--- config.mk ---
export PLATFORM = sky130hd
export DESIGN_NAME = cpu_step_ctrl_flat
export DESIGN_NICKNAME = d
export VERILOG_FILES = /design/src/rtl/cpu_step_ctrl_if.sv /design/src/rtl/cpu_step_ctrl.sv /design/src/flat_wrapper.sv
export SDC_FILE = /design/constraint.sdc
export NUM_CORES = 1
export LEC_CHECK = 0
export ABC_AREA = 1
export CELL_PAD_IN_SITES_DETAIL_PLACEMENT = 1
export CELL_PAD_IN_SITES_GLOBAL_PLACEMENT = 1
export CORE_AREA = 3 3 154 96
export DETAILED_ROUTE_END_ITERATION = 10
export DIE_AREA = 0 0 157 99
export PLACE_DENSITY = 0.9
export RECOVER_POWER = 50
export SLEW_MARGIN = 0
export SYNTH_ARGS = -nofsm -noshare
export SYNTH_HDL_FRONTEND = slang
export SYNTH_SLANG_ARGS = --single-unit
--- constraint.sdc ---
create_clock -name clk -period 2.86 [get_ports clk]
set_input_delay 0.286 -clock clk [delete_from_list [all_inputs] [get_ports clk]]
set_output_delay 0.286 -clock clk [all_outputs]
set_load 0.005 [all_outputs]
--- src/rtl/cpu_step_ctrl_if.sv ---
// Bundle of the debug-controller signals shared between the board-side
// logic (buttons, core PC, breakpoint setup) and the step controller.
//
// Enable protocol: cpu_en is a registered, single-cycle strobe. Every cycle
// it is high, the core, instruction memory and data memory advance by
// exactly one instruction. There is no back-pressure; the consumer must
// accept each strobe. Two strobes are never adjacent.
interface cpu_step_ctrl_if;
  logic        key_step_n;
  logic        key_run_n;
  logic [31:0] pc;
  logic [31:0] brk_addr;
  logic        brk_en;
  logic        cpu_en;
  logic [1:0]  state;
  logic        halted;
  logic [15:0] instr_count;

  // Board side: drives buttons, PC and breakpoint; observes the controller.
  modport master (
    output key_step_n, key_run_n, pc, brk_addr, brk_en,
    input  cpu_en, state, halted, instr_count
  );

  // Controller side.
  modport slave (
    input  key_step_n, key_run_n, pc, brk_addr, brk_en,
    output cpu_en, state, halted, instr_count
  );
endinterface

--- src/rtl/cpu_step_ctrl.sv ---
// Run / single-step / breakpoint controller for the single-cycle core.
// Debounces the step and run buttons, produces one-cycle cpu_en strobes
// (free-running at clk / 2^DIV_BITS, or one per step press), halts when
// the PC hits the breakpoint, and counts retired instructions.
module cpu_step_ctrl #(
  parameter int DIV_BITS  = 22,
  parameter int DB_CYCLES = 500000
) (
  input  logic            clk,
  input  logic            reset_n,
  cpu_step_ctrl_if.slave  bus
);

  localparam int                DB_W    = $clog2(DB_CYCLES + 1);
  localparam logic [DB_W-1:0]   DB_LAST = DB_W'(DB_CYCLES - 1);
  localparam int                STEP_K  = 0;
  localparam int                RUN_K   = 1;

  typedef enum logic [1:0] {
    ST_HALT  = 2'b00,
    ST_RUN   = 2'b01,
    ST_STEP  = 2'b10,
    ST_BREAK = 2'b11
  } state_t;

  // Key conditioning: index 0 = step key, index 1 = run key.
  logic [1:0]      key_raw;
  logic [1:0]      key_meta;
  logic [1:0]      key_sync;
  logic [1:0]      key_db;
  logic [1:0]      key_press;
  logic [DB_W-1:0] db_cnt [2];

  // Sequencer state.
  state_t               st;
  logic [DIV_BITS-1:0]  div;
  logic                 cpu_en_r;
  logic [15:0]          count;
  logic                 skip_brk;

  logic tick;
  logic brk_hit;
  logic run_press;
  logic step_press;

  assign key_raw    = {bus.key_run_n, bus.key_step_n};
  assign run_press  = key_press[RUN_K];
  assign step_press = key_press[STEP_K];

  // Divider wraps on the cycle it holds all ones; that cycle is the tick.
  assign tick    = &div;
  // A match is ignored once right after resuming from a breakpoint.
  assign brk_hit = bus.brk_en && (bus.pc == bus.brk_addr) && !skip_brk;

  // Synchronize, debounce and edge-detect both keys. The debounced level
  // follows the synchronized key only after DB_CYCLES straight cycles of
  // disagreement; a press pulse fires on the debounced falling edge only.
  always_ff @(posedge clk or negedge reset_n) begin
    if (!reset_n) begin
      key_meta  <= 2'b11;
      key_sync  <= 2'b11;
      key_db    <= 2'b11;
      key_press <= 2'b00;
      for (int k = 0; k < 2; k++) begin
        db_cnt[k] <= '0;
      end
    end else begin
      key_meta  <= key_raw;
      key_sync  <= key_meta;
      key_press <= 2'b00;
      for (int k = 0; k < 2; k++) begin
        if (key_sync[k] == key_db[k]) begin
          db_cnt[k] <= '0;
        end else if (db_cnt[k] == DB_LAST) begin
          db_cnt[k]    <= '0;
          key_db[k]    <= key_sync[k];
          key_press[k] <= ~key_sync[k];
        end else begin
          db_cnt[k] <= db_cnt[k] + 1'b1;
        end
      end
    end
  end

  // Main sequencer: state, divider, enable strobe and retire counter.
  // cpu_en and instr_count change on the same edge so the count always
  // equals the number of strobes issued.
  always_ff @(posedge clk or negedge reset_n) begin
    if (!reset_n) begin
      st       <= ST_HALT;
      div      <= '0;
      cpu_en_r <= 1'b0;
      count    <= '0;
      skip_brk <= 1'b0;
    end else begin
      cpu_en_r <= 1'b0;
      case (st)
        ST_HALT, ST_BREAK: begin
          if (run_press) begin
            st       <= ST_RUN;
            div      <= '0;
            skip_brk <= (st == ST_BREAK);
          end else if (step_press) begin
            st       <= ST_STEP;
            cpu_en_r <= 1'b1;
            count    <= count + 16'd1;
          end
        end
        ST_STEP: begin
          st <= ST_HALT;
        end
        ST_RUN: begin
          if (run_press) begin
            st  <= ST_HALT;
            div <= '0;
          end else begin
            div <= div + 1'b1;
            if (tick) begin
              if (brk_hit) begin
                st <= ST_BREAK;
              end else begin
                cpu_en_r <= 1'b1;
                count    <= count + 16'd1;
                skip_brk <= 1'b0;
              end
            end
          end
        end
        default: begin
          st <= ST_HALT;
        end
      endcase
    end
  end

  assign bus.cpu_en      = cpu_en_r;
  assign bus.state       = st;
  assign bus.halted      = (st == ST_HALT) || (st == ST_BREAK);
  assign bus.instr_count = count;

endmodule

--- src/flat_wrapper.sv ---
// flat-port wrapper written by rule: the top's interface ports become plain ports
module cpu_step_ctrl_flat 
#(
  parameter int DIV_BITS  = 22,
  parameter int DB_CYCLES = 500000
)
  (clk, reset_n, bus_key_step_n, bus_key_run_n, bus_pc, bus_brk_addr, bus_brk_en, bus_cpu_en, bus_state, bus_halted, bus_instr_count);
  cpu_step_ctrl_if bus_i ();
  input  logic clk;
  input  logic reset_n;
  input wire logic [$bits(bus_i.key_step_n)-1:0] bus_key_step_n;
  input wire logic [$bits(bus_i.key_run_n)-1:0] bus_key_run_n;
  input wire logic [$bits(bus_i.pc)-1:0] bus_pc;
  input wire logic [$bits(bus_i.brk_addr)-1:0] bus_brk_addr;
  input wire logic [$bits(bus_i.brk_en)-1:0] bus_brk_en;
  output wire logic [$bits(bus_i.cpu_en)-1:0] bus_cpu_en;
  output wire logic [$bits(bus_i.state)-1:0] bus_state;
  output wire logic [$bits(bus_i.halted)-1:0] bus_halted;
  output wire logic [$bits(bus_i.instr_count)-1:0] bus_instr_count;
  assign bus_i.key_step_n = bus_key_step_n;
  assign bus_i.key_run_n = bus_key_run_n;
  assign bus_i.pc = bus_pc;
  assign bus_i.brk_addr = bus_brk_addr;
  assign bus_i.brk_en = bus_brk_en;
  assign bus_cpu_en = bus_i.cpu_en;
  assign bus_state = bus_i.state;
  assign bus_halted = bus_i.halted;
  assign bus_instr_count = bus_i.instr_count;
  cpu_step_ctrl #(.DIV_BITS(DIV_BITS), .DB_CYCLES(DB_CYCLES)) u_core (.clk(clk), .reset_n(reset_n), .bus(bus_i));
endmodule
==> results_dict.tcl, run 1 <==
set metrics [dict create \
    status "finished clean" \
    maxSlewViolCount 0 \
    wire_per_inst_um 16.34 \
    vdd_drop_max_uv 246.7 \
    worstMarginPinSlew_ns 1.381 \
    crit_top_cell "inv_1" \
    final_cells 1083 \
    worst_setup_path_end_kind "register" \
    dp_slack_ns 0.1975 \
    ys_ff_latch 88 \
    drive_gt1_share_pct 6.498 \
    cts_tree "built" \
    grt_max_degree 51 \
    fin_nets 979 \
    hold_path.class "input pin to asynchronous set/reset pin" \
    clock_latency_ns 0.35 \
    crit_required_ns 3.08 \
    worst-r2r-setup-slack_ns 0.52 \
    core-area_um2 13500 \
    cap_violations 0 \
    fp-row-count 33 \
    maxSlewHeadroom_pct 7.911 \
    postLayoutCellArea_um2 7003 \
    grt-ovfl-total 0 \
    clock_path_buffers 2 \
    synth_cells 809 \
    netlist_area_um2 5662 \
    synth-async-reset-ratio_pct 100.0 \
    antenna_found_initial 0 \
    synth_seq_area_share_pct 39.03 \
    dieArea_um2 15540 \
    cts-root-buf "clkbuf_16" \
    gp_congestion 0.8532 \
    ioPinCount 89 \
    die_width_um 157 \
    via_per_inst 5.175 \
    path_cells "inv_1 -> ha_1 -> inv_1 -> nor2_1 -> nor2_2 -> inv_1 -> a21oi_1 -> nor2_1" \
    grt_pass1_vias 5696 \
    grt_pass1_wl_um 29150 \
    antenna_left 0 \
    io_buffers 88 \
    synthFlopType "dfrtp_1" \
    cp.arrival_ns 2.57 \
    period_share_pct 81.94 \
    cts_buffers 9 \
    mostFrequentLayoutCells "205 x nand2_1, 133 x inv_1, 95 x nor2_1, 85 x clkdlybuf4s50_1, 82 x dfrtp_1" \
    layout_commonest_cell "nand2_1" \
    fin_worst_skew_ns 0.01017 \
    grt_usage_pct 23.44 \
    insertedDiodeCount 0 \
    worstPathMaxFanout 13 \
    dpl_cell_area_um2 6746 \
    yosys.cell_types.count 42 \
    syn_to_final_growth_pct 23.69 \
    hold_ws_ns 0.2251 \
    hold_viol_final 0 \
    fmax_mhz 426.7 \
    worst_slack_ns 0.5166 \
    cp-start-kind "register" \
    r2r-end "u_core.div[4]" \
    power_mw 2.670 \
    clock_sinks 88 \
    initial_utilization_pct 41.93 \
    totalWireLength_um 17690 \
    cts_repair_resize_count 0 \
    yosys_warnings 0 \
    critPathKind "register to register" \
    drt_iter0_drc 237 \
    route.vias.total 5605 \
    setup_viol 0 \
    synth_edf_count 0 \
    syn_avg_cell_area_um2 6.998 \
    cts.clk_slew.worst_paths_ns 0.07 \
    critPathMaxStageDelay_ns 0.46 \
    htreeDepth 3 \
    tns_ns 0 \
    post-route-min-period_ns 2.343 \
    syn_nets 885 \
    route.detailed.drc 0 \
    power_density_nw_per_um2 381.2 \
    finish.utilization_pct 51.87 \
    fp.dieH_um 99 \
    cts_setup_buffers 0 \
    dp.cells 1067 \
    rsz0062_at_grt "false" \
    p_leak_nw 3.265 \
    dp_hpwl_um 13830 \
    worstRegToRegCells 8 \
    firstDrtPassIters 4 \
    critPathSlowestCell "nor2_2" \
    r2r-start "u_core.bus.state[0]" \
    cts-hold-fix-buffers 0 \
]
[registers in the layout (all words and copies together), names as in the netlist]
register / cells
u_core.db_cnt: 38
u_core.div: 22
u_core.bus.instr_count: 16
u_core.bus.state: 2
u_core.key_db: 2
u_core.key_meta: 2
u_core.key_press: 2
u_core.key_sync: 2
u_core.bus.cpu_en: 1
u_core.skip_brk: 1
[cell type report]
| type | instances | area (um^2) |
|---|---|---|
| clock inverters | 4 | 30.03 |
| repair buffers | 90 | 888.4 |
| flip-flops and latches | 88 | 2210 |
| well taps | 175 | 219.0 |
| fillers | 1769 | 6499 |
| multi-input cells | 576 | 2892 |
| inverters | 138 | 518.0 |
| clock buffers | 12 | 246.5 |
[where the power goes]
part | total, mW | internal (mW) | switching, mW
registers | 1.27 | 1.26 | 0.0109
clock network | 1.13 | 0.614 | 0.517
logic | 0.272 | 0.130 | 0.142
total | 2.67 | 2.00 | 0.669
[metal layers]
metal / wire (um) / share of wire (%) / global-route usage, % / vias to the layer above
li1: - / - / - / 2761
met1: 9042 / 51 / 34.98 / 2735
met2: 7873 / 44 / 36.07 / 91
met3: 588 / 3.3 / 3.466 / 18
met4: 189 / 1.1 / 5.178 / 0
met5: 0 / 0 / 0 / -
[worst max-delay path: cells and delay by family (launching register included)]
kind | cells | cell delay [ns]
AND/OR/NAND/NOR | 3 | 0.63
buffers and inverters | 3 | 0.57
adder cells (fa/ha/maj) | 1 | 0.36
AO/OA/AOI/OAI | 1 | 0.24
flip-flops | 1 | 0.43
[worst max path at each step]
stage	from	endpoint	cells after the start
global placement	u_core.bus.state[0]	u_core.div[1]	7
floorplan	u_core.bus.state[0]	u_core.bus.instr_count[7]	11
detailed placement	u_core.bus.state[0]	u_core.div[1]	7
CTS	u_core.bus.state[0]	u_core.div[4]	8
finish	u_core.bus.state[0]	u_core.div[4]	8
global route	u_core.bus.state[0]	u_core.div[4]	8
[Yosys cell counts, types with 5 or more instances]
master | count | area share [%]
nand4_1 | 28 | 3.1
nand2_2 | 11 | 1.2
inv_1 | 133 | 8.8
xnor2_1 | 14 | 2.2
nand2_1 | 205 | 14
nor3b_1 | 5 | 0.66
ha_1 | 7 | 1.5
dfrtp_1 | 82 | 36
nor3_1 | 20 | 1.8
o21ai_0 | 29 | 2.6
nor2_2 | 7 | 0.77
or2_2 | 8 | 0.88
nand3_1 | 63 | 5.6
a21oi_1 | 31 | 2.7
nor2_1 | 96 | 6.4
dfstp_2 | 6 | 2.8
xor2_1 | 21 | 3.2
[kinds of logic (layout without fill, tap and decap cells)]
kind of cell,Yosys count,in the layout,share of synthesized area (%)
AND/OR/NAND/NOR,459,459,36.80
buffers and inverters,145,244,9.856
flip-flops,88,88,39.03
AO/OA/AOI/OAI,73,73,7.006
XOR/XNOR,35,35,5.414
adder cells (fa/ha/maj),7,7,1.547
multiplexers,2,2,0.3536
(Power assumes the default switching activity.)
==> run 2, diff against run 1 <==
--- a/config.mk
+++ b/config.mk
@@ -8,10 +8,10 @@
 export ABC_AREA = 1
 export CELL_PAD_IN_SITES_DETAIL_PLACEMENT = 1
 export CELL_PAD_IN_SITES_GLOBAL_PLACEMENT = 1
-export CORE_AREA = 3 3 154 96
+export CORE_AREA = 3 3 169 105
 export DETAILED_ROUTE_END_ITERATION = 10
-export DIE_AREA = 0 0 157 99
-export PLACE_DENSITY = 0.9
+export DIE_AREA = 0 0 172 108
+export PLACE_DENSITY = 0.81
 export RECOVER_POWER = 50
 export SLEW_MARGIN = 0
 export SYNTH_ARGS = -nofsm -noshare
==> constraint.sdc (replaced) <==
create_clock -name clk -period 2 [get_ports clk]
set_input_delay 0.2 -clock clk [delete_from_list [all_inputs] [get_ports clk]]
set_output_delay 0.2 -clock clk [all_outputs]
set_load 0.005 [all_outputs]
==> run 2 against run 1 <==
Effect of this change: sequential cell count did not move; clock skew rose by 0.0024 ns; worst hold slack improved by 0.13 ns; cell count rose by 6.8%; critical path type is now register to output pin; die area rose by 20%; clock-buffer cell count rose by 1; critical path depth fell by 6.
==> results_dict.tcl, run 2 (synthesis gave the netlist of run 1 again) <==
set metrics [dict create \
    status "finished clean" \
    grt_max_degree 41 \
    antenna_left 0 \
    maxSlewHeadroom_pct 28.18 \
    clock_path_buffers 2 \
    syn_to_final_growth_pct 31.40 \
    path_depth 2 \
    power_mw 4.079 \
    grt-ovfl-total 0 \
    maxSlewViolCount 0 \
    totalWireLength_um 18080 \
    ioPinCount 89 \
    clock_sinks 88 \
    critPathTopFamily "buffers and inverters" \
    cp-startpoint "u_core.bus.state[1]" \
    route.vias.total 5671 \
    setup_viol 0 \
    fin_nets 1019 \
    route.detailed.drc 0 \
    clock_latency_ns 0.34 \
    hold_path.class "register to register" \
    cts_tree "built" \
    io_buffers 88 \
    die_width_um 172 \
    firstDrtPassIters 5 \
    fmax_mhz 524.4 \
    cp.arrival_ns 1.71 \
    insertedDiodeCount 0 \
    layout_commonest_cell "nand2_1" \
    vdd_drop_max_uv 335.4 \
    cp-start-kind "register" \
    cap_violations 0 \
    period_share_pct 95.35 \
    fin_worst_skew_ns 0.01257 \
    worstMarginPinSlew_ns 1.077 \
    top_register "u_core.db_cnt" \
    cts_buffers 9 \
    fp.dieH_um 108 \
    htreeDepth 3 \
    drt_iter0_drc 245 \
    worstRegToRegCells 12 \
    grt_usage_pct 19.63 \
    critPathBufInv 1 \
    crit_required_ns 1.80 \
    antenna_found_initial 0 \
    fp-row-count 36 \
    power_density_nw_per_um2 548.3 \
    critPathMaxStageDelay_ns 0.55 \
    cts-root-buf "clkbuf_16" \
    rsz0062_at_grt "true" \
    initial_utilization_pct 34.92 \
    r2r-start "u_core.div[0]" \
    core-area_um2 16220 \
    r2r-end "u_core.bus.instr_count[13]" \
    via_per_inst 4.901 \
    grt_pass1_vias 5667 \
    grt_pass1_wl_um 29000 \
    worstPathMaxFanout 5 \
    cts.clk_slew.worst_paths_ns 0.06 \
    critPathKind "register to output pin" \
    worstSetupEndpoint "bus_halted" \
    wire_per_inst_um 15.63 \
    worst-r2r-setup-slack_ns 0.10 \
    worst_setup_path_end_kind "output pin" \
    hold_viol_final 0 \
    critPathSlowestCell "clkdlybuf4s50_1" \
    dp_hpwl_um 14090 \
    path_cells "ha_1 -> clkdlybuf4s50_1" \
    post-route-min-period_ns 1.907 \
    p_leak_nw 3.497 \
    gp_congestion 0.8600 \
    finish.utilization_pct 45.88 \
    mostFrequentLayoutCells "205 x nand2_1, 132 x inv_1, 94 x nor2_1, 85 x clkdlybuf4s50_1, 82 x dfrtp_1" \
    dieArea_um2 18580 \
    drive_gt1_share_pct 11.18 \
    largest_reg_flops 38 \
]
run 2: changes by cell type in the layout (fill, tap and decap cells not counted), moves of 2 or more:
| cell | before | now |
|---|---|---|
| ha_1 | 7 | 5 |
| clkinvlp_4 | 4 | 1 |
| bufinv_16 | 0 | 2 |
| dfstp_1 | 2 | 0 |
| buf_4 | 1 | 35 |
| dfstp_2 | 4 | 6 |
| buf_2 | 0 | 2 |
run 2: how the worst min path moves through the flow:
| stage | from | to | slack (ns) | cells past startpoint |
|---|---|---|---|---|
| finish | u_core.key_meta[0] | u_core.key_sync[0] | 0.35 | 0 |
| detailed placement | reset_n | u_core.bus.instr_count[2] | 0.23 | 1 |
| CTS | bus_key_step_n | u_core.key_meta[0] | 0.25 | 1 |
| floorplan | reset_n | u_core.bus.cpu_en | -0.1 | 0 |
| global placement | reset_n | u_core.bus.instr_count[2] | 0.23 | 1 |
| global route | u_core.key_meta[0] | u_core.key_sync[0] | 0.36 | 0 |
run 2: per-stage QoR:
stage / hold slack (ns) / setup TNS [ns] / std cells / instance area (um^2) / setup slack [ns]
after floorplan: -0.09559 / 0 / 809 / 5662 / 0.2513
after global placement: 0.2269 / 0 / 1135 / 7044 / 0.004488
after detailed placement: 0.2336 / -0.5591 / 1135 / 7044 / -0.05249
after CTS: 0.2540 / 0 / 1152 / 7373 / 0.003602
after global routing: 0.3576 / -0.9700 / 1157 / 7440 / -0.08226
final: 0.3526 / 0 / 1157 / 7440 / 0.09295
run 2: routing by layer:
metal	global-route usage (%)	share of wire, %	wire length [um]	vias up
met3	2.704	3.3	595	13
met2	28.68	41	7388	93
met5	0	0	0	-
li1	-	-	-	2839
met4	3.588	0.70	127	0
met1	30.95	55	9971	2726
run 2: final cells by class:
cell class,instances,area [um^2]
fill,2048,8776
multi-input combinational,577,2939
sequential,88,2210
timing repair buffer,129,1180
inverter,138,531.8
tap,209,261.5
clock buffer,13,250.2
clock inverter,3,67.56
run 2: report_power, final:
part	switching [mW]	leakage, nW	internal (mW)
sequential	0.0121	1.20	1.80
clock	0.711	0.150	1.13
combinational	0.215	2.14	0.212
total	0.939	3.50	3.14
run 2: what timing repair did:
item                                    in CTS  in global routing
hold buffers                                 1                  0
endpoints found under the hold margin       34                  0
buffers inserted                             0                  3
gates resized for setup                      1                 10
gates cloned                                 0                  2
endpoints found under the setup margin       4                 31
pin swaps                                    0                  4
run 2: worst reg2reg max path: stages, from the launching register on:
cell and delay (ns):
dfrtp_1 0.42, ha_4 0.17, nand3_2 0.11, inv_2 0.09, nand3_2 0.09, nor2_4 0.12
nand2_2 0.07, nor2_2 0.10, nor2_2 0.07, nor2_8 0.22, buf_2 0.22, nand3_1 0.09
nand2_1 0.07
